[config.mk]
export PLATFORM = sky130hd
export DESIGN_NAME = fifo_read_serializer
export DESIGN_NICKNAME = d
export VERILOG_FILES = /design/src/rtl/fifo_read_serializer.sv
export SDC_FILE = /design/constraint.sdc
export NUM_CORES = 1
export LEC_CHECK = 0
export CORE_MARGIN = 5
export CORE_UTILIZATION = 45
export CTS_CLUSTER_DIAMETER = 200
export DETAILED_ROUTE_END_ITERATION = 10
export DONT_BUFFER_PORTS = 1
export GPL_TIMING_DRIVEN = 0
export PLACE_DENSITY = 0.59
export REMOVE_ABC_BUFFERS = 1
export SYNTH_ARGS = -nofsm -noshare
export SYNTH_HDL_FRONTEND = slang
export SYNTH_SLANG_ARGS = --single-unit
[constraint.sdc]
create_clock -name clock_out -period 2.8 [get_ports clock_out]
set_input_delay 0.84 -clock clock_out [delete_from_list [all_inputs] [get_ports clock_out]]
set_output_delay 0.84 -clock clock_out [all_outputs]
set_load 0.005 [all_outputs]
[src/rtl/fifo_read_serializer.sv]
// Pops wide words from the fifo read port and streams each one out as RATIO narrow slices
// over a valid/ready interface. Back-to-back words are emitted without a gap cycle.
module fifo_read_serializer #(
  parameter int DATA_WIDTH  = 32,
  parameter int OUT_WIDTH   = 8,
  parameter int MSB_FIRST   = 0,
  parameter int COUNT_WIDTH = 16
) (
  input  logic                   clock_out,
  input  logic                   rst_out_n,
  input  logic [DATA_WIDTH-1:0]  fifo_data,
  input  logic                   fifo_valid,
  output logic                   fifo_ack,
  input  logic                   flush,
  output logic [OUT_WIDTH-1:0]   ser_data,
  output logic                   ser_valid,
  input  logic                   ser_ready,
  output logic                   ser_last,
  output logic [COUNT_WIDTH-1:0] word_count
);

  localparam int RATIO = DATA_WIDTH / OUT_WIDTH;
  localparam int IDX_W = $clog2(RATIO);
  localparam logic [IDX_W-1:0] LAST_IDX = IDX_W'(RATIO - 1);

  typedef enum logic {
    IDLE  = 1'b0,
    SHIFT = 1'b1
  } state_t;

  state_t                 r_state;
  logic [DATA_WIDTH-1:0]  r_word;
  logic [IDX_W-1:0]       r_idx;
  logic [OUT_WIDTH-1:0]   r_ser_data;
  logic                   r_ser_valid;
  logic                   r_ser_last;
  logic [COUNT_WIDTH-1:0] r_word_count;

  logic [OUT_WIDTH-1:0]   w_word_slice [RATIO];
  logic [OUT_WIDTH-1:0]   w_load_slice0;
  logic [IDX_W-1:0]       w_idx_inc;
  logic                   w_at_last;
  logic                   w_ack;

  // Slice order is fixed at elaboration; the held word is never shifted, only indexed.
  for (genvar gi = 0; gi < RATIO; gi++) begin : g_slice
    if (MSB_FIRST != 0) begin : g_msb
      assign w_word_slice[gi] = r_word[DATA_WIDTH-1-gi*OUT_WIDTH -: OUT_WIDTH];
    end else begin : g_lsb
      assign w_word_slice[gi] = r_word[gi*OUT_WIDTH +: OUT_WIDTH];
    end
  end

  assign w_load_slice0 = (MSB_FIRST != 0) ? fifo_data[DATA_WIDTH-1 -: OUT_WIDTH]
                                          : fifo_data[OUT_WIDTH-1:0];
  assign w_idx_inc = r_idx + IDX_W'(1);
  assign w_at_last = (r_idx == LAST_IDX);

  // Pop when idle, or when the final slice is leaving so the next word follows with no bubble.
  assign w_ack = rst_out_n & fifo_valid & ~flush &
                 ((r_state == IDLE) | ((r_state == SHIFT) & ser_ready & w_at_last));

  always_ff @(posedge clock_out or negedge rst_out_n) begin
    if (!rst_out_n) begin
      r_state      <= IDLE;
      r_word       <= '0;
      r_idx        <= '0;
      r_ser_data   <= '0;
      r_ser_valid  <= 1'b0;
      r_ser_last   <= 1'b0;
      r_word_count <= '0;
    end else if (flush) begin
      r_state     <= IDLE;
      r_idx       <= '0;
      r_ser_valid <= 1'b0;
      r_ser_last  <= 1'b0;
    end else begin
      case (r_state)
        IDLE: begin
          if (w_ack) begin
            r_word      <= fifo_data;
            r_idx       <= '0;
            r_ser_data  <= w_load_slice0;
            r_ser_valid <= 1'b1;
            r_ser_last  <= 1'b0;
            r_state     <= SHIFT;
          end
        end
        SHIFT: begin
          if (ser_ready) begin
            if (w_at_last) begin
              r_word_count <= r_word_count + COUNT_WIDTH'(1);
              if (w_ack) begin
                r_word      <= fifo_data;
                r_idx       <= '0;
                r_ser_data  <= w_load_slice0;
                r_ser_valid <= 1'b1;
                r_ser_last  <= 1'b0;
              end else begin
                r_state     <= IDLE;
                r_ser_valid <= 1'b0;
                r_ser_last  <= 1'b0;
              end
            end else begin
              r_idx      <= w_idx_inc;
              r_ser_data <= w_word_slice[w_idx_inc];
              r_ser_last <= (w_idx_inc == LAST_IDX);
            end
          end
        end
        default: r_state <= IDLE;
      endcase
    end
  end

  assign fifo_ack   = w_ack;
  assign ser_data   = r_ser_data;
  assign ser_valid  = r_ser_valid;
  assign ser_last   = r_ser_last;
  assign word_count = r_word_count;

endmodule

Word level (Yosys, flattened, before mapping)
Index checks and enable logic that the tools add are counted.
{"block": "op_classes", "magnitude_cmp": 1, "bitwise_logic": 9, "reduce_logical": 5, "n_mux": 31, "n_addsub": 2, "eq_ne": 7}
{"operator": "$mux W32", "count": 3}
{"operator": "$pmux W32 S2", "count": 1}
{"operator": "$mux W8", "count": 5}
{"operator": "$add A16 B1 Y16 const B", "count": 1}
{"operator": "$bmux W8 S2", "count": 1}
{"operator": "$pmux W8 S2", "count": 1}
{"operator": "$mux W1", "count": 12}
{"operator": "$mux W2", "count": 4}
{"operator": "$ne A3 B3 Y1 const B", "count": 2}
{"operator": "$pmux W1 S2", "count": 3}
{"operator": "$reduce_and A3 Y1", "count": 2}
{"operator": "$and A1 B1 Y1", "count": 5}
{"operator": "$eq A2 B2 Y1 const B", "count": 2}
{"operator": "$pmux W2 S2", "count": 1}
{"operator": "$reduce_and A2 Y1", "count": 2}
{"operator": "$reduce_and A4 Y1", "count": 1}
{"operator": "$ge A3 B3 Y1 const B", "count": 1}
{"operator": "$ne A3 B2 Y1 const B", "count": 1}
{"operator": "$not A2 Y3", "count": 1}
{"operator": "$add A2 B1 Y2 const B", "count": 1}
{"operator": "$ne A2 B1 Y1 const B", "count": 1}
{"operator": "$ne A2 B2 Y1 const B", "count": 1}
{"operator": "$not A1 Y1", "count": 2}
{"operator": "$or A1 B1 Y1", "count": 1}
{"block": "totals", "out_inout_bits": 27, "regBits": 61, "inputBits": 37, "word_cells": 62}

Logic depth before layout (Yosys ltp)
{"block": "depth", "depth_word": 9, "depth_mapped": 8, "mapped_depth_nobuf": 6}

Least setup slack after synthesis
No wires, ideal clock.
{"block": "synth_timing", "path_type": "input-to-output", "startpoint": "input flush", "endpoint": "output fifo_ack", "path_buffers": 3, "slack_ns": 0.273, "required_ns": 1.960, "arrival_time_ns": 1.687, "path_stages": 5, "cell_sequence": "buf_6 > or3_1 > buf_2 > inv_2 > buf_4"}
{"block": "synth_via", "elab_chain_cells": 3}
{"item": "from (decl)", "line_no": "14", "rtl": "input logic flush,"}
{"item": "$not A1 Y1 (no source line)"}
{"item": "$and A1 B1 Y1 (2 in series)", "line_no": "60", "rtl": "assign w_ack = rst_out_n & fifo_valid & ~flush &"}
{"item": "to (decl)", "line_no": "13", "rtl": "output logic fifo_ack,"}
No other way between the ends.

Worst setup path after layout
{"block": "layout_timing", "startpoint": "register r_idx[0]", "endpoint": "output fifo_ack"}
{"block": "layout_via", "elab_chain_cells": 4}
{"item": "from (decl)", "line_no": "33", "rtl": "logic [IDX_W-1:0] r_idx;"}
{"item": "from (signal assigned)", "line_no": "105", "rtl": "r_idx <= w_idx_inc;"}
{"item": "$eq A2 B2 Y1", "line_no": "57", "rtl": "assign w_at_last = (r_idx == LAST_IDX);"}
{"item": "$and A1 B1 Y1", "line_no": "61", "rtl": "((r_state == IDLE) | ((r_state == SHIFT) & ser_ready & w_at_last));"}
{"item": "$or A1 B1 Y1", "line_no": "61"}
{"item": "$and A1 B1 Y1", "line_no": "60"}
No other way between the ends.

==> metrics.md <==
| Metric | Value |
|---|---|
| Die Area | 0.00769 mm² |
| Slowest stage cell on the critical path | sky130_fd_sc_hd__dfrtp_4 |
| Count leader, synth | sky130_fd_sc_hd__nand2_1 |
| Signal arrival time at the worst endpoint | 1.72 ns |
| Average size of a mapped cell | 10.3 µm² |
| Proportion of netlist area held by the largest area contributor | 56.2% |
| Top flip-flop cell by instance count after synthesis | sky130_fd_sc_hd__dfrtp_1 |
| Crit Path Max Fanout | 33 |
| Worst setup path category | reg2out |
| Placement Rows | 28 |
| Final hold slack | 0.199 ns |
| DR pass1 iterations | 4 |
| Library cells used by synthesis | 31 |
| Synthesized netlist cell count | 264 |
| Layout overhead on the synthesized area | 10.8% |
| Clock-pin slew on the worst setup and hold paths | 0.07 ns |
| Detail-routed net length per standard cell | 17.3 µm |
| Wire length of the first global-routing pass | 10400 µm |
| Core area | 0.00589 mm² |
| Global-route congestion overflow total | 0 |
| Routed WL | 5990 µm |
| Cell area after synthesis | 0.00272 mm² |
| Total number of vias | 1826 |
| Fin. Hold Viols | 0 |
| Max Cap Violations | 0 |
| Ys async rst share | 100% |
| Leading cell types by total area after synthesis | sky130_fd_sc_hd__dfrtp_1 (56%), sky130_fd_sc_hd__nand2_1 (16%), sky130_fd_sc_hd__mux4_2 (6.6%) |
| CP endpoint kind | primary output |
| Die outline width | 87.7 µm |
| # nets final | 307 |
| Number of flops mapped to enable cells by yosys | 0 |
| Final-report setup violation count | 0 |
| Post-route worst setup slack | 0.236 ns |
| Latest clock arrival within the worst-skew pair | 0.33 ns |
| Buffers on Ports | 0 |
| Via count of the first global-routing pass | 2049 |
| Tightest slew margin relative to the limit | 54.7% |
| Slew at the pin closest to its max-slew limit | 0.676 ns |
| Post-detailed-placement half-perimeter wirelength | 3800 µm |
| Dominant cell type by area after synthesis | sky130_fd_sc_hd__dfrtp_1 |
| TritonCTS clock tree | built |
| Clock Sink Count | 61 |
| Setup repair after global routing missed its margin | false |
| Sum Neg Setup Slack | 0 ns |
| Slew Limit Fails | 0 |
| CTS Root Buffer Type | sky130_fd_sc_hd__clkbuf_8 |
| Remaining design rule violation count | 0 |
| Path category of the worst min-delay check | in2async |
| Effective utilization at floorplan | 46.2% |
| Number of filler instances in the final layout | 549 |
| Power density over the cells | 706 mW/mm² |
| Final worst path period share | 91.6% |
| Share of final-layout standard cells stronger than drive strength 1 | 12.9% |
| Final Skew | 0.00327 ns |
| # diodes | 0 |
| Clk buf depth | 2 |
| Crit-path cells | ha_1 > a21boi_1 > or3_4 > clkinv_8 |
| Final min period | 2.56 ns |
| Source of the worst register-to-register timing path | r_idx[0] |
| Maximum vdd drop | 0.359 mV |
| Cell total after placement | 326 |
| Vertical die dimension | 87.7 µm |
| Startpoint class of the critical path | flop |
| Placer's final routability congestion estimate | 0.734 |
| Count of nets left with antenna violations after detail routing | 0 |
| Synth Register Bits | 61 |
| Share of synthesized area occupied by flip-flops and latches | 56.2% |
| Max frequency | 390 MHz |
| Number of antenna violations at the first check in global routing | 0 |
| Number of buffers created by CTS | 9 |
| Longest individual stage delay on the worst path | 0.47 ns |
| Drt first-iter violations | 82 |
| Largest net degree at the start of global routing | 64 |
| Number of H-tree branching levels | 3 |
| Sequential cell area | 0.00153 mm² |
| Top-Level Pins | 64 |
| Standby leakage power | 1.49 nW |
| Non-filler instance count after layout | 347 |
| Area of combinational cells with multiple inputs | 0.00111 mm² |
| Ranking of synthesized cells by instance count | sky130_fd_sc_hd__nand2_1 (115), sky130_fd_sc_hd__dfrtp_1 (61), sky130_fd_sc_hd__xnor2_1 (14) |
| Result of the run | finished clean |
| Worst setup timing slack at the placement stage | -0.725 ns |
| Critical path data required time | 1.96 ns |
| Post-DR vias/cell | 5.26 |
| Yosys synthesis warning count | 0 |
| Aggregate global-route resource usage | 17.9% |
| Launch point of the worst path | r_idx[0] |
## report_power, final
group	internal (mW)	leakage, nW	switching, mW	total, mW
registers	0.990	0.791	0.0673	1.06
clock network	0.547	0.116	0.336	0.883
logic	0.0945	0.582	0.0895	0.184
## registers in the layout (all words and copies together), names as in the netlist
register,count
r_state,1
ser_valid,1
r_idx,2
r_word,32
word_count,16
ser_data,8
ser_last,1
## metrics by stage
step                      cell area (µm²)  power (mW)  utilization, %
after floorplan                      2630        1.20               -
after global placement               2730        1.24            46.3
after detailed placement             2730        1.25            46.3
after CTS                            2980        2.15            50.7
after global routing                 3010        2.24            51.2
final                                3010        2.12            51.2
## cell type report
class | count | area share [%]
flip-flops and latches | 61 | 50.8
multi-input cells | 188 | 36.8
clock buffers | 12 | 5.15
well taps | 75 | 3.12
clock inverters | 4 | 2.33
repair buffers | 4 | 0.997
inverters | 3 | 0.789
## final timing paths
| check | depth (start not counted) | end | slack, ns |
|---|---|---|---|
| min in group clock_out | 2 | r_word[2] | 0.47 |
| setup / recovery | 4 | fifo_ack | 0.24 |
| hold reg to reg | 2 | r_word[2] | 0.47 |
| hold / removal | 0 | ser_last | 0.20 |
| setup reg to reg | 6 | ser_data[7] | 0.73 |
| max in group asynchronous | 0 | r_idx[0] | 2.48 |
## timing repair
action                     4_1_cts  5_1_grt
gates cloned                     1        0
pin swaps                        1        1
setup endpoints to repair       40        1
setup buffers                    1        3
gates resized for setup          7        1
hold buffers                     0        0
## layer usage
| layer | global-route usage (%) | vias to the layer above | share of wire (%) |
|---|---|---|---|
| met1 | 22.8 | 869 | 44 |
| met5 | 0 | - | 0 |
| met4 | 9.34 | 0 | 2.5 |
| li1 | - | 883 | - |
| met2 | 27.9 | 60 | 47 |
| met3 | 4.80 | 14 | 7.1 |
## cell usage in the layout, fill, tap and decap left out, types with 2 or more instances in the layout
master and instances:
sky130_fd_sc_hd__a211oi_1 2, sky130_fd_sc_hd__a21oi_1 3, sky130_fd_sc_hd__a22oi_1 7, sky130_fd_sc_hd__and3_1 3
sky130_fd_sc_hd__and4_1 2, sky130_fd_sc_hd__buf_4 4, sky130_fd_sc_hd__bufinv_16 2, sky130_fd_sc_hd__clkbuf_8 11
sky130_fd_sc_hd__clkinv_2 2, sky130_fd_sc_hd__dfrtp_1 60, sky130_fd_sc_hd__ha_1 3, sky130_fd_sc_hd__inv_1 2
sky130_fd_sc_hd__mux2_2 3, sky130_fd_sc_hd__mux4_2 8, sky130_fd_sc_hd__nand2_1 115, sky130_fd_sc_hd__nand3_1 7
sky130_fd_sc_hd__nand4_1 6, sky130_fd_sc_hd__nor2_1 3, sky130_fd_sc_hd__xnor2_1 14
## logic make-up after synthesis
kind of cell,after synthesis,synth area share [%]
AO/OA/AOI/OAI,16,4.14
XOR/XNOR,15,4.83
AND/OR/NAND/NOR,142,22.1
multiplexers,11,7.87
flip-flops,61,56.2
buffers and inverters,16,3.50
adder cells (fa/ha/maj),3,1.38
## worst max-delay path: cells and delay by family (launching register included)
family          cells  cell delay, ns
compound gates      1            0.26
flops               1            0.47
simple gates        1            0.25
buf+inv             1            0.14
fa+ha+maj           1            0.26
(Power assumes the default switching activity.)
